--- src/rtl/psimd_pkg.sv ---
// psimd_pkg
// Shared definitions for the PSIMD instruction decoder:
//   - major opcodes of the three PSIMD instruction groups
//   - micro-op class enum presented to the execute stage
//   - legal ARITH funct5 set (as a 32-bit membership mask)
//   - instruction field bit positions
//   - uop_t micro-op record and the classify/decode helpers
package psimd_pkg;

  localparam logic [6:0] OPC_PSIMD_ARITH = 7'b1011011;
  localparam logic [6:0] OPC_PSIMD_LD    = 7'b0011011;
  localparam logic [6:0] OPC_PSIMD_ST    = 7'b0111011;

  typedef enum logic [1:0] {
    CLS_ARITH   = 2'd0,
    CLS_LOAD    = 2'd1,
    CLS_STORE   = 2'd2,
    CLS_ILLEGAL = 2'd3
  } uop_class_e;

  // Legal ARITH funct5 values: 0,1,2,3,4,5,8,9,11,20.
  // Bit n set means funct5 == n is an implemented ARITH operation.
  localparam logic [31:0] ARITH_F5_MASK =
      (32'd1 << 0)  | (32'd1 << 1) | (32'd1 << 2) | (32'd1 << 3) |
      (32'd1 << 4)  | (32'd1 << 5) | (32'd1 << 8) | (32'd1 << 9) |
      (32'd1 << 11) | (32'd1 << 20);

  // Field positions (LSB of each field)
  localparam int F5_LSB  = 27;  // [31:27]
  localparam int FMT_LSB = 25;  // [26:25]
  localparam int RS2_LSB = 20;  // [24:20]
  localparam int RS1_LSB = 15;  // [19:15]
  localparam int F3_LSB  = 12;  // [14:12]
  localparam int RD_LSB  = 7;   // [11:7]
  localparam int OPC_LSB = 0;   // [6:0]

  typedef struct packed {
    uop_class_e  cls;
    logic [4:0]  funct5;
    logic [1:0]  fmt;
    logic [4:0]  rs2;
    logic [4:0]  rs1;
    logic [2:0]  funct3;
    logic [4:0]  rd;
    logic [31:0] raw;
  } uop_t;

  function automatic uop_class_e classify(input logic [31:0] instr);
    logic [6:0] opc;
    logic [4:0] f5;
    uop_class_e cls;
    opc = instr[OPC_LSB +: 7];
    f5  = instr[F5_LSB +: 5];
    case (opc)
      OPC_PSIMD_ARITH: cls = ARITH_F5_MASK[f5] ? CLS_ARITH : CLS_ILLEGAL;
      OPC_PSIMD_LD:    cls = CLS_LOAD;
      OPC_PSIMD_ST:    cls = CLS_STORE;
      default:         cls = CLS_ILLEGAL;
    endcase
    return cls;
  endfunction

  function automatic uop_t decode(input logic [31:0] instr);
    uop_t u;
    u.cls    = classify(instr);
    u.funct5 = instr[F5_LSB  +: 5];
    u.fmt    = instr[FMT_LSB +: 2];
    u.rs2    = instr[RS2_LSB +: 5];
    u.rs1    = instr[RS1_LSB +: 5];
    u.funct3 = instr[F3_LSB  +: 3];
    u.rd     = instr[RD_LSB  +: 5];
    u.raw    = instr;
    return u;
  endfunction

endpackage

--- src/rtl/psimd_instr_fifo.sv ---
// psimd_instr_fifo
// DEPTH x WIDTH synchronous FIFO holding instruction words between the
// fetch handshake and the decoder output register.
// Ports:
//   clk, rst_n     clock, synchronous active-low reset
//   flush          drop all entries (wins over push/pop in the same cycle)
//   push, wdata    write wdata at the tail (ignored when full)
//   pop            advance the head (ignored when empty)
//   rdata          current head word (valid when !empty)
//   full, empty    occupancy flags from registered state
//   count          number of stored entries
module psimd_instr_fifo #(
  parameter int DEPTH = 4,
  parameter int WIDTH = 32
) (
  input  logic                       clk,
  input  logic                       rst_n,
  input  logic                       flush,
  input  logic                       push,
  input  logic                       pop,
  input  logic [WIDTH-1:0]           wdata,
  output logic [WIDTH-1:0]           rdata,
  output logic                       full,
  output logic                       empty,
  output logic [$clog2(DEPTH):0]     count
);

  localparam int AW = $clog2(DEPTH);
  localparam int CW = AW + 1;

  logic [WIDTH-1:0] mem_q [DEPTH];
  logic [AW-1:0]    wr_ptr_q, wr_ptr_d;
  logic [AW-1:0]    rd_ptr_q, rd_ptr_d;
  logic [CW-1:0]    count_q, count_d;
  logic             do_push, do_pop;

  assign full  = (count_q == CW'(DEPTH));
  assign empty = (count_q == '0);
  assign count = count_q;

  assign do_push = push && !full && !flush;
  assign do_pop  = pop && !empty && !flush;

  // Head is read combinationally; the decoder's output register provides
  // the registered stage, so the push-to-present path is still two edges.
  assign rdata = mem_q[rd_ptr_q];

  always_comb begin
    wr_ptr_d = wr_ptr_q;
    rd_ptr_d = rd_ptr_q;
    count_d  = count_q;
    if (flush) begin
      wr_ptr_d = '0;
      rd_ptr_d = '0;
      count_d  = '0;
    end else begin
      // DEPTH is a power of two, so pointer overflow is the modulo wrap
      if (do_push) wr_ptr_d = wr_ptr_q + AW'(1);
      if (do_pop)  rd_ptr_d = rd_ptr_q + AW'(1);
      count_d = count_q + CW'(do_push) - CW'(do_pop);
    end
  end

  always_ff @(posedge clk) begin
    if (!rst_n) begin
      wr_ptr_q <= '0;
      rd_ptr_q <= '0;
      count_q  <= '0;
    end else begin
      wr_ptr_q <= wr_ptr_d;
      rd_ptr_q <= rd_ptr_d;
      count_q  <= count_d;
    end
  end

  // Storage carries no reset: stale words are unreachable once pointers clear
  always_ff @(posedge clk) begin
    if (rst_n && do_push) mem_q[wr_ptr_q] <= wdata;
  end

endmodule

--- src/rtl/psimd_instr_decoder.sv ---
// psimd_instr_decoder
// Accepts 32-bit PSIMD instruction words over valid/ready, queues them in a
// DEPTH-entry FIFO, and presents one registered, decoded micro-op per cycle
// to the execute stage. Keeps saturating counts of legal and illegal
// micro-ops handed off.
// Ports:
//   clk, rst_n               clock, synchronous active-low reset
//   instr_in/valid/ready     instruction input handshake
//   flush                    discard all queued and presented work
//   uop_valid/ready          micro-op output handshake
//   uop_class..uop_raw       decoded fields of the presented micro-op
//   decoded_cnt/illegal_cnt  saturating handoff statistics
module psimd_instr_decoder
  import psimd_pkg::*;
#(
  parameter int DEPTH = 4,
  parameter int CNT_W = 16
) (
  input  logic             clk,
  input  logic             rst_n,
  input  logic [31:0]      instr_in,
  input  logic             instr_valid,
  output logic             instr_ready,
  input  logic             flush,
  output logic             uop_valid,
  input  logic             uop_ready,
  output logic [1:0]       uop_class,
  output logic [4:0]       uop_funct5,
  output logic [1:0]       uop_fmt,
  output logic [4:0]       uop_rs2,
  output logic [4:0]       uop_rs1,
  output logic [2:0]       uop_funct3,
  output logic [4:0]       uop_rd,
  output logic [31:0]      uop_raw,
  output logic [CNT_W-1:0] decoded_cnt,
  output logic [CNT_W-1:0] illegal_cnt
);

  logic [31:0]             fifo_rdata;
  logic                    fifo_full, fifo_empty;
  logic [$clog2(DEPTH):0]  fifo_count;
  logic                    fifo_count_unused;
  logic                    push, load, handshake;

  uop_t                    uop_q, uop_d;
  logic                    uop_valid_q, uop_valid_d;
  logic [CNT_W-1:0]        decoded_cnt_q, decoded_cnt_d;
  logic [CNT_W-1:0]        illegal_cnt_q, illegal_cnt_d;

  // Ready depends only on registered FIFO state (and reset), never on
  // uop_ready, so a same-cycle pop does not open an extra slot.
  assign instr_ready = rst_n && !fifo_full;
  assign push        = instr_valid && instr_ready;

  // Refill the output register whenever it is empty or being consumed
  assign load      = !fifo_empty && (!uop_valid_q || uop_ready);
  assign handshake = uop_valid_q && uop_ready && !flush;

  // Occupancy is available for debug probing; the decode path only needs
  // the full/empty flags.
  assign fifo_count_unused = ^fifo_count;

  psimd_instr_fifo #(
    .DEPTH (DEPTH),
    .WIDTH (32)
  ) u_fifo (
    .clk   (clk),
    .rst_n (rst_n),
    .flush (flush),
    .push  (push),
    .pop   (load),
    .wdata (instr_in),
    .rdata (fifo_rdata),
    .full  (fifo_full),
    .empty (fifo_empty),
    .count (fifo_count)
  );

  always_comb begin
    uop_valid_d = uop_valid_q;
    uop_d       = uop_q;
    if (flush) begin
      uop_valid_d = 1'b0;
    end else if (load) begin
      uop_valid_d = 1'b1;
      uop_d       = decode(fifo_rdata);
    end else if (uop_ready) begin
      uop_valid_d = 1'b0;
    end
  end

  always_comb begin
    decoded_cnt_d = decoded_cnt_q;
    illegal_cnt_d = illegal_cnt_q;
    if (handshake) begin
      if (uop_q.cls == CLS_ILLEGAL) begin
        if (illegal_cnt_q != {CNT_W{1'b1}}) illegal_cnt_d = illegal_cnt_q + CNT_W'(1);
      end else begin
        if (decoded_cnt_q != {CNT_W{1'b1}}) decoded_cnt_d = decoded_cnt_q + CNT_W'(1);
      end
    end
  end

  always_ff @(posedge clk) begin
    if (!rst_n) begin
      uop_valid_q   <= 1'b0;
      uop_q         <= '0;
      decoded_cnt_q <= '0;
      illegal_cnt_q <= '0;
    end else begin
      uop_valid_q   <= uop_valid_d;
      uop_q         <= uop_d;
      decoded_cnt_q <= decoded_cnt_d;
      illegal_cnt_q <= illegal_cnt_d;
    end
  end

  assign uop_valid   = uop_valid_q;
  assign uop_class   = uop_q.cls;
  assign uop_funct5  = uop_q.funct5;
  assign uop_fmt     = uop_q.fmt;
  assign uop_rs2     = uop_q.rs2;
  assign uop_rs1     = uop_q.rs1;
  assign uop_funct3  = uop_q.funct3;
  assign uop_rd      = uop_q.rd;
  assign uop_raw     = uop_q.raw;
  assign decoded_cnt = decoded_cnt_q;
  assign illegal_cnt = illegal_cnt_q;

endmodule

--- config.mk ---
export PLATFORM = sky130hd
export DESIGN_NAME = psimd_instr_decoder
export DESIGN_NICKNAME = d
export VERILOG_FILES = /design/src/rtl/psimd_pkg.sv /design/src/rtl/psimd_instr_fifo.sv /design/src/rtl/psimd_instr_decoder.sv
export SDC_FILE = /design/constraint.sdc
export NUM_CORES = 1
export LEC_CHECK = 0
export ABC_AREA = 1
export CORE_MARGIN = 1
export CORE_UTILIZATION = 55
export CTS_CLUSTER_SIZE = 28
export DETAILED_ROUTE_END_ITERATION = 12
export PLACE_DENSITY_LB_ADDON = 0.1
export SETUP_SLACK_MARGIN = 0.4
export SYNTH_ARGS = -nofsm -noshare
export SYNTH_HDL_FRONTEND = slang
export SYNTH_HIERARCHICAL = 1
export SYNTH_SLANG_ARGS = --single-unit
--- constraint.sdc ---
create_clock -name clk -period 5.4 [get_ports clk]
set_input_delay 1.08 -clock clk [delete_from_list [all_inputs] [get_ports clk]]
set_output_delay 1.08 -clock clk [all_outputs]
set_load 0.01 [all_outputs]
==> out/qor.log, run 1 <==
INFO  worst_hold_path min_from=uop_raw[5]$_SDFFE_PN0P_
INFO  yosys          synthMostInstantiatedCell=sky130_fd_sc_hd__nor2_1
INFO  yosys          synth.cells.most_frequent=sky130_fd_sc_hd__nor2_1, sky130_fd_sc_hd__nand2_1, sky130_fd_sc_hd__edfxtp_1
INFO  detailed_routing remaining_drc_errors=0
INFO  final_layout   fillerInstances=1194
INFO  clock_network  cts.root.buffer_cell=sky130_fd_sc_hd__clkbuf_16
INFO  run            drv.max_cap_violation_count=0
INFO  place          port-buffer-count=129
INFO  setup_path     start_kind=primary input
INFO  setup_path     cp_slowest_stage_delay=0.93ns
INFO  place          dp_hpwl=11200um
INFO  worst_hold_path worst_hold_path_type=flip-flop to flip-flop
INFO  final_layout   final_nets=1026
INFO  setup_path     timing.critical_path.arrival=3.33ns
INFO  yosys          synth_seq_cells=204
INFO  setup_path     crit_family=simple AND/OR/NAND/NOR gates
INFO  yosys          postSynthAreaPerCell=9.90um^2
INFO  clock_network  cts_tree=yes
INFO  floorplan      total_die_area=0.0164mm^2
INFO  global_routing grt_max_degree=65
INFO  global_routing groute.usage.overall=0.234
INFO  yosys          synth.yosys.seq_area_share=0.614
INFO  timing         finalClockSkew=0.0216ns
INFO  place          post_dp_cell_area=0.00991mm^2
INFO  floorplan      core_region_area=0.0154mm^2
INFO  clock_network  h-tree-depth=1
INFO  clock_network  ctsHoldBuffers=0
INFO  floorplan      num_rows=45
INFO  yosys          largest_family_of_logic_cells_by_synthesized_area=simple AND/OR/NAND/NOR gates
INFO  global_routing grt_pass1_vias=6042
INFO  detailed_routing wl=18400um
INFO  detailed_routing avgRoutedWirePerCell=15.3um
INFO  clock_network  number_of_buffers_between_clock_root_and_the_deepest_sink=3
INFO  setup_path     cp_data_required_time=5.52ns
INFO  final_layout   final_layout_size_suffix_gt1_frac=0.0773
INFO  setup_path     path_max_fanout=32
INFO  yosys          synth_ff_type=sky130_fd_sc_hd__edfxtp_1
INFO  yosys          synth.mux.area_fraction=0
INFO  timing         final_hold_viol_count=0
INFO  clock_network  post_cts.resized_instances=0
INFO  clock_network  clkTransAtPathRegs=0.06ns
INFO  clock_network  post_cts.repair.setup_buffers=0
INFO  global_routing antenna_found_initial=0
INFO  detailed_routing detailedRoute.firstIterationViolations=347
INFO  clock_network  tritoncts.num_buffers=22
INFO  yosys          post_synthesis_net_count=929
INFO  global_routing globalRouteOverflowTotal=0
INFO  floorplan      chipHeight=128um
INFO  power_and_ir_drop power.density_cell_area=314mW/mm^2
INFO  yosys          synth-async-reset-ratio=0
INFO  yosys          synth_xor_xnor_area_share=0.0130
INFO  floorplan      ios=130
INFO  yosys          post_synth_inst_count=883
INFO  yosys          synth-warning-count=6
INFO  setup_path     timing.critical_path.from=instr_valid
INFO  final_layout   layout.cell_area.non_filler=0.0107mm^2
INFO  place          routabilityCongestion=0.818
INFO  yosys          post_synth_main_area_contributors=sky130_fd_sc_hd__edfxtp_1, sky130_fd_sc_hd__dfxtp_1, sky130_fd_sc_hd__nor2_1, sky130_fd_sc_hd__nand2_1, sky130_fd_sc_hd__o21ai_0
INFO  timing         totalNegativeSetupSlack=0ns
INFO  clock_network  tritoncts_num_sinks=204
INFO  status         run_status=finished, final reports clean
INFO  detailed_routing route.detailed.vias_per_inst=5.30
INFO  timing         setup_viol=0
INFO  yosys          synth_edf_count=128
INFO  yosys          synthSimpleGateAreaFrac=0.170
INFO  timing         final.min_clock_period=3.21ns
INFO  yosys          yosys.area.top_type=sky130_fd_sc_hd__edfxtp_1
INFO  global_routing grt_first_pass_wirelength=30200um
INFO  yosys          mappedNetlistArea=0.00874mm^2
INFO  floorplan      initial_core_util=0.569
INFO  power_and_ir_drop vdd_ir_drop_max=0.264mV
INFO  setup_path     timing_worst_setup_path_type=primary input to flip-flop
INFO  setup_path     timing.critical_path.to_type=flip-flop
INFO  timing         max_freq=0.311GHz
INFO  clock_network  clock_latency=0.52ns
INFO  final_layout   areaGrowthSynthToFinish=22.5%
INFO  setup_path     cp_slowest_cell=sky130_fd_sc_hd__nor2_4
INFO  timing         max-slew-margin-rel=0.285
INFO  detailed_routing drt-pass1-iter-count=5
INFO  detailed_routing final_antenna_net_count=0
INFO  setup_path     crit_path_cell_trace=clkdlybuf4s50_1 -> nor3b_1 -> inv_1 -> nor2_1 -> nand3_1 -> nor2_4
INFO  timing         worstMarginPinSlew=1.07ns
INFO  timing         rsz_0062_raised_after_global_routing=no
INFO  timing         number_of_max_slew_violations_in_the_final_report=0
INFO  final_layout   antenna_cells=0
INFO  timing         timing.final.crit_share=0.595
INFO  yosys          synth_compound_area_frac=0.113
INFO  yosys          synth_largest_type_area_fraction=0.440
INFO  floorplan      die_w=128um
INFO  setup_path     critPathBufInv=2
INFO  yosys          synthAdderAreaFrac=0.0137
INFO  power_and_ir_drop leakage=3.77nW
INFO  yosys          ys_types=38
INFO  setup_path     rr_startpoint=u_fifo/count[1]$_SDFF_PP0_
INFO  detailed_routing routed-via-count=6401
-- through the flow --
step           instances   util  hold WS, ns  worst slack [ns]  power [W]
4_1_cts             1207  0.696        0.475              2.17    0.00339
3_5_place_dp        1167  0.645        0.467              1.65    0.00181
5_1_grt             1207  0.696        0.507              2.01    0.00346
6_report            1207  0.696        0.471              2.19    0.00336
3_3_place_gp        1167  0.645        0.463              1.67    0.00181
2_1_floorplan        883      -        0.468              1.59    0.00174
-- state kept, by name, summed over array words and instances (netlist names), 4 cells and up, named ones only --
register / flops
u_fifo/mem_q: 128
uop_raw: 12
uop_rd: 4
uop_rs1: 4
uop_rs2: 4
uop_funct5: 5
illegal_cnt: 16
decoded_cnt: 16
-- report_power, final --
group | internal, W | switching (W)
clock network | 0.000966 | 0.000621
logic | 0.0000489 | 0.0000527
registers | 0.00167 | 0.00000619
-- final timing paths --
path,slack [ns],depth (start not counted),to
worst max-delay path,2.19,6,u_fifo/mem_q[1][23]$_DFFE_PP_
worst min-delay path,0.47,2,uop_raw[5]$_SDFFE_PN0P_
worst max register to register,2.51,8,u_fifo/mem_q[1][23]$_DFFE_PP_
worst min register to register,0.47,2,uop_raw[5]$_SDFFE_PN0P_
-- metal layers --
layer / up-vias / global-route usage / part of all wire
met5: - / 0 / 0
met4: 0 / 0.0630 / 0.018
met3: 24 / 0.0292 / 0.054
met2: 182 / 0.399 / 0.49
met1: 3034 / 0.317 / 0.44
li1: 3161 / - / -
-- layout make-up --
type / instances / area [um^2] / share of cell area
Clock buffer: 24 / 568 / 0.0531
Clock inverter: 16 / 223 / 0.0208
Inverter: 57 / 221 / 0.0207
Multi-Input combinational cell: 561 / 2740 / 0.256
Sequential cell: 204 / 5370 / 0.501
Tap cell: 211 / 264 / 0.0247
Timing Repair Buffer: 134 / 1320 / 0.124
-- cells in the final DEF, fill, tap and decap left out, types with 2 or more instances in the layout --
cell / n
sky130_fd_sc_hd__a21oi_1: 27
sky130_fd_sc_hd__o21ai_1: 28
sky130_fd_sc_hd__nor2_2: 2
sky130_fd_sc_hd__a21oi_2: 8
sky130_fd_sc_hd__inv_1: 52
sky130_fd_sc_hd__edfxtp_1: 128
sky130_fd_sc_hd__o22ai_1: 32
sky130_fd_sc_hd__ha_1: 8
sky130_fd_sc_hd__nand4_1: 10
sky130_fd_sc_hd__clkinv_4: 2
sky130_fd_sc_hd__nand2_1: 133
sky130_fd_sc_hd__nand3_1: 21
sky130_fd_sc_hd__clkbuf_16: 22
sky130_fd_sc_hd__inv_2: 3
sky130_fd_sc_hd__buf_4: 5
sky130_fd_sc_hd__clkinv_1: 2
sky130_fd_sc_hd__clkinv_2: 7
sky130_fd_sc_hd__o21ai_2: 2
sky130_fd_sc_hd__xor2_1: 7
sky130_fd_sc_hd__nor2_1: 174
sky130_fd_sc_hd__xnor2_1: 6
sky130_fd_sc_hd__dfxtp_1: 75
sky130_fd_sc_hd__clkdlybuf4s50_1: 128
sky130_fd_sc_hd__o21ai_0: 77
sky130_fd_sc_hd__nor3_1: 5
sky130_fd_sc_hd__nor2_4: 8
sky130_fd_sc_hd__nand2_2: 4
sky130_fd_sc_hd__bufinv_16: 4
-- worst min-delay path, delay by kind of cell, from the launching register on --
family          cells  cell delay, ns
compound gates      1            0.05
flops               1            0.31
simple gates        1            0.06
-- cell families (layout without fill, tap and decap cells) --
kind of cell | count (synthesis) | in the layout
fa+ha+maj | 9 | 9
xor+xnor | 13 | 13
compound gates | 178 | 178
buf+inv | 118 | 231
flops | 204 | 204
simple gates | 361 | 361
Note: power is estimated with default switching activity, not from simulation.
==> run 2: changes to the inputs <==
- CORE_UTILIZATION: 55 -> 49
- clock period: 5.4 -> 2.7 ns (I/O delays scaled with it)
==> run 2 against run 1 <==
Setup slack worse by 1.7 ns. Total power up 84%. Critical path type is now flip-flop to flip-flop. Critical path depth up 7. Sequential share of layout area down 0.50 points. Final area up 1.1%. Largest power group unchanged.
==> out/qor.log, run 2 (synthesis results as in run 1) <==
INFO  status         run_status=finished, final reports clean
INFO  global_routing groute.usage.overall=0.214
INFO  worst_hold_path worst_hold_path_type=flip-flop to flip-flop
INFO  floorplan      die_w=136um
INFO  setup_path     cpMostUsedCell=sky130_fd_sc_hd__inv_1
INFO  setup_path     cp_slowest_stage_delay=0.52ns
INFO  timing         max_freq=0.457GHz
INFO  place          dp_hpwl=12400um
INFO  final_layout   areaGrowthSynthToFinish=23.8%
INFO  detailed_routing remaining_drc_errors=0
INFO  setup_path     timing.critical_path.from=u_fifo/count[0]$_SDFF_PP0_
INFO  setup_path     path_max_fanout=3
INFO  final_layout   fillerInstances=1483
INFO  clock_network  h-tree-depth=1
INFO  global_routing grt_pass1_vias=5965
INFO  clock_network  cts_tree=yes
INFO  setup_path     rr_startpoint=u_fifo/count[0]$_SDFF_PP0_
INFO  timing         setup_viol=0
INFO  place          post_dp_cell_area=0.0102mm^2
INFO  power_and_ir_drop power.density_cell_area=570mW/mm^2
INFO  setup_path     cp_data_required_time=3.12ns
INFO  clock_network  cts.root.buffer_cell=sky130_fd_sc_hd__clkbuf_16
INFO  setup_path     critPathBufInv=4
INFO  run            drv.max_cap_violation_count=0
INFO  setup_path     timing_worst_setup_path_type=flip-flop to flip-flop
INFO  clock_network  number_of_buffers_between_clock_root_and_the_deepest_sink=3
INFO  final_layout   final_util=0.623
INFO  global_routing antenna_found_initial=0
INFO  final_layout   mostFrequentLayoutCells=sky130_fd_sc_hd__nor2_1, sky130_fd_sc_hd__nand2_1, sky130_fd_sc_hd__edfxtp_1
INFO  setup_path     cp_slowest_cell=sky130_fd_sc_hd__fa_2
INFO  detailed_routing routed-via-count=6423
INFO  setup_path     timing.critical_path.to_type=flip-flop
INFO  setup_path     setup.worst_path.end=u_fifo/count[1]$_SDFF_PP0_
INFO  timing         final_hold_viol_count=0
INFO  setup_path     crit_path_cell_trace=nor2_4 -> nand2_2 -> inv_1 -> nor3b_2 -> inv_1 -> nor2_4 -> nand2_2 -> ha_1 -> inv_1 -> ha_1 -> fa_2 -> inv_1 -> nor2_1
INFO  final_layout   largest-register=u_fifo/mem_q
INFO  global_routing globalRouteOverflowTotal=0
INFO  timing         worstMarginPinSlew=0.613ns
INFO  final_layout   final_nets=1048
INFO  setup_path     timing.critical_path.arrival=2.61ns
INFO  clock_network  clock_latency=0.50ns
INFO  floorplan      chipHeight=136um
INFO  global_routing grt_first_pass_wirelength=30600um
INFO  setup_path     start_kind=flip-flop
INFO  clock_network  tritoncts_num_sinks=204
INFO  final_layout   layout.cells.most_common=sky130_fd_sc_hd__nor2_1
INFO  detailed_routing avgRoutedWirePerCell=15.4um
INFO  timing         timing.final.crit_share=0.810
INFO  setup_path     reg2reg_setup_slack=0.51ns
INFO  timing         max-slew-margin-rel=0.591
INFO  setup_path     timing.critical_path.depth=13
INFO  floorplan      num_rows=48
INFO  detailed_routing drt-pass1-iter-count=5
INFO  detailed_routing wl=19100um
INFO  floorplan      initial_core_util=0.504
INFO  final_layout   final_layout_size_suffix_gt1_frac=0.0973
INFO  final_layout   largest_reg_flops=128
INFO  floorplan      ios=130
INFO  final_layout   layout.cell_area.non_filler=0.0108mm^2
INFO  detailed_routing final_antenna_net_count=0
INFO  floorplan      core_region_area=0.0174mm^2
INFO  global_routing grt_max_degree=65
INFO  final_layout   antenna_cells=0
INFO  timing         final.min_clock_period=2.19ns
INFO  timing         totalNegativeSetupSlack=0ns
INFO  detailed_routing route.detailed.vias_per_inst=5.17
INFO  place          routabilityCongestion=0.812
INFO  timing         rsz_0062_raised_after_global_routing=no
INFO  power_and_ir_drop leakage=3.81nW
INFO  setup_path     crit_family=adder cells
INFO  setup_path     worst_r2r_endpoint=u_fifo/count[1]$_SDFF_PP0_
INFO  timing         finalClockSkew=0.0139ns
INFO  timing         number_of_max_slew_violations_in_the_final_report=0
INFO  place          port-buffer-count=129
INFO  detailed_routing detailedRoute.firstIterationViolations=361
INFO  floorplan      total_die_area=0.0184mm^2
INFO  clock_network  clkTransAtPathRegs=0.06ns
INFO  worst_hold_path worstHoldPathCells=2
INFO  setup_path     worst-r2r-cell-count=13
INFO  clock_network  tritoncts.num_buffers=21
INFO  power_and_ir_drop vdd_ir_drop_max=0.562mV
run 2: tightest hold or removal path: stages (launching register included):
cell	delay, ns
sky130_fd_sc_hd__dfxtp_1	0.31
sky130_fd_sc_hd__nand2_1	0.06
sky130_fd_sc_hd__a21oi_1	0.05
run 2: power by group:
part | leakage [nW] | switching [W] | internal [W]
clock network | 0.301 | 0.00111 | 0.00150
logic | 1.75 | 0.000109 | 0.000105
registers | 1.77 | 0.0000125 | 0.00333
total | 3.81 | 0.00124 | 0.00493
run 2: worst min-delay path by stage:
stage	slack (ns)	from	to
after floorplan	0.47	u_fifo/rd_ptr_q[1]$_SDFFE_PP0P_	flip-flop
after global placement	0.45	uop_raw[5]$_SDFFE_PN0P_	uop_raw[5]$_SDFFE_PN0P_
after detailed placement	0.46	uop_raw[5]$_SDFFE_PN0P_	uop_raw[5]$_SDFFE_PN0P_
after CTS	0.48	uop_raw[5]$_SDFFE_PN0P_	uop_raw[5]$_SDFFE_PN0P_
after global routing	0.51	uop_raw[5]$_SDFFE_PN0P_	uop_raw[5]$_SDFFE_PN0P_
final	0.47	uop_raw[5]$_SDFFE_PN0P_	uop_raw[5]$_SDFFE_PN0P_
run 2: final cells by class:
cell class / count / area [um^2] / share of cell area
clock buffers: 32 / 587 / 0.0542
well taps: 225 / 282 / 0.0260
clock inverters: 6 / 30.0 / 0.00278
repair buffers: 157 / 1560 / 0.144
multi-input cells: 561 / 2770 / 0.256
inverters: 57 / 221 / 0.0205
flip-flops and latches: 204 / 5370 / 0.496
run 2: timing repair:
item | in CTS | in global routing
setup endpoints to repair | 2 | 2
gates resized for setup | 2 | 6
cloned | 0 | 0
pin swaps | 0 | 4
buffers inserted | 0 | 2
hold buffers | 0 | 0
run 2: stage by stage:
| stage | power [W] | worst slack [ns] | cells | hold slack [ns] |
|---|---|---|---|---|
| after floorplan | 0.00349 | 0.403 | 883 | 0.468 |
| after global placement | 0.00362 | 0.110 | 1202 | 0.453 |
| after detailed placement | 0.00363 | 0.0921 | 1202 | 0.465 |
| after CTS | 0.00625 | 0.445 | 1240 | 0.475 |
| after global routing | 0.00639 | 0.394 | 1242 | 0.507 |
| final | 0.00617 | 0.512 | 1242 | 0.468 |
run 2: layer usage:
layer,global-route usage,vias up,part of all wire
met1,0.285,2993,0.44
met5,0,-,0
met3,0.0337,27,0.055
met4,0.0574,0,0.018
met2,0.362,194,0.49
li1,-,3209,-
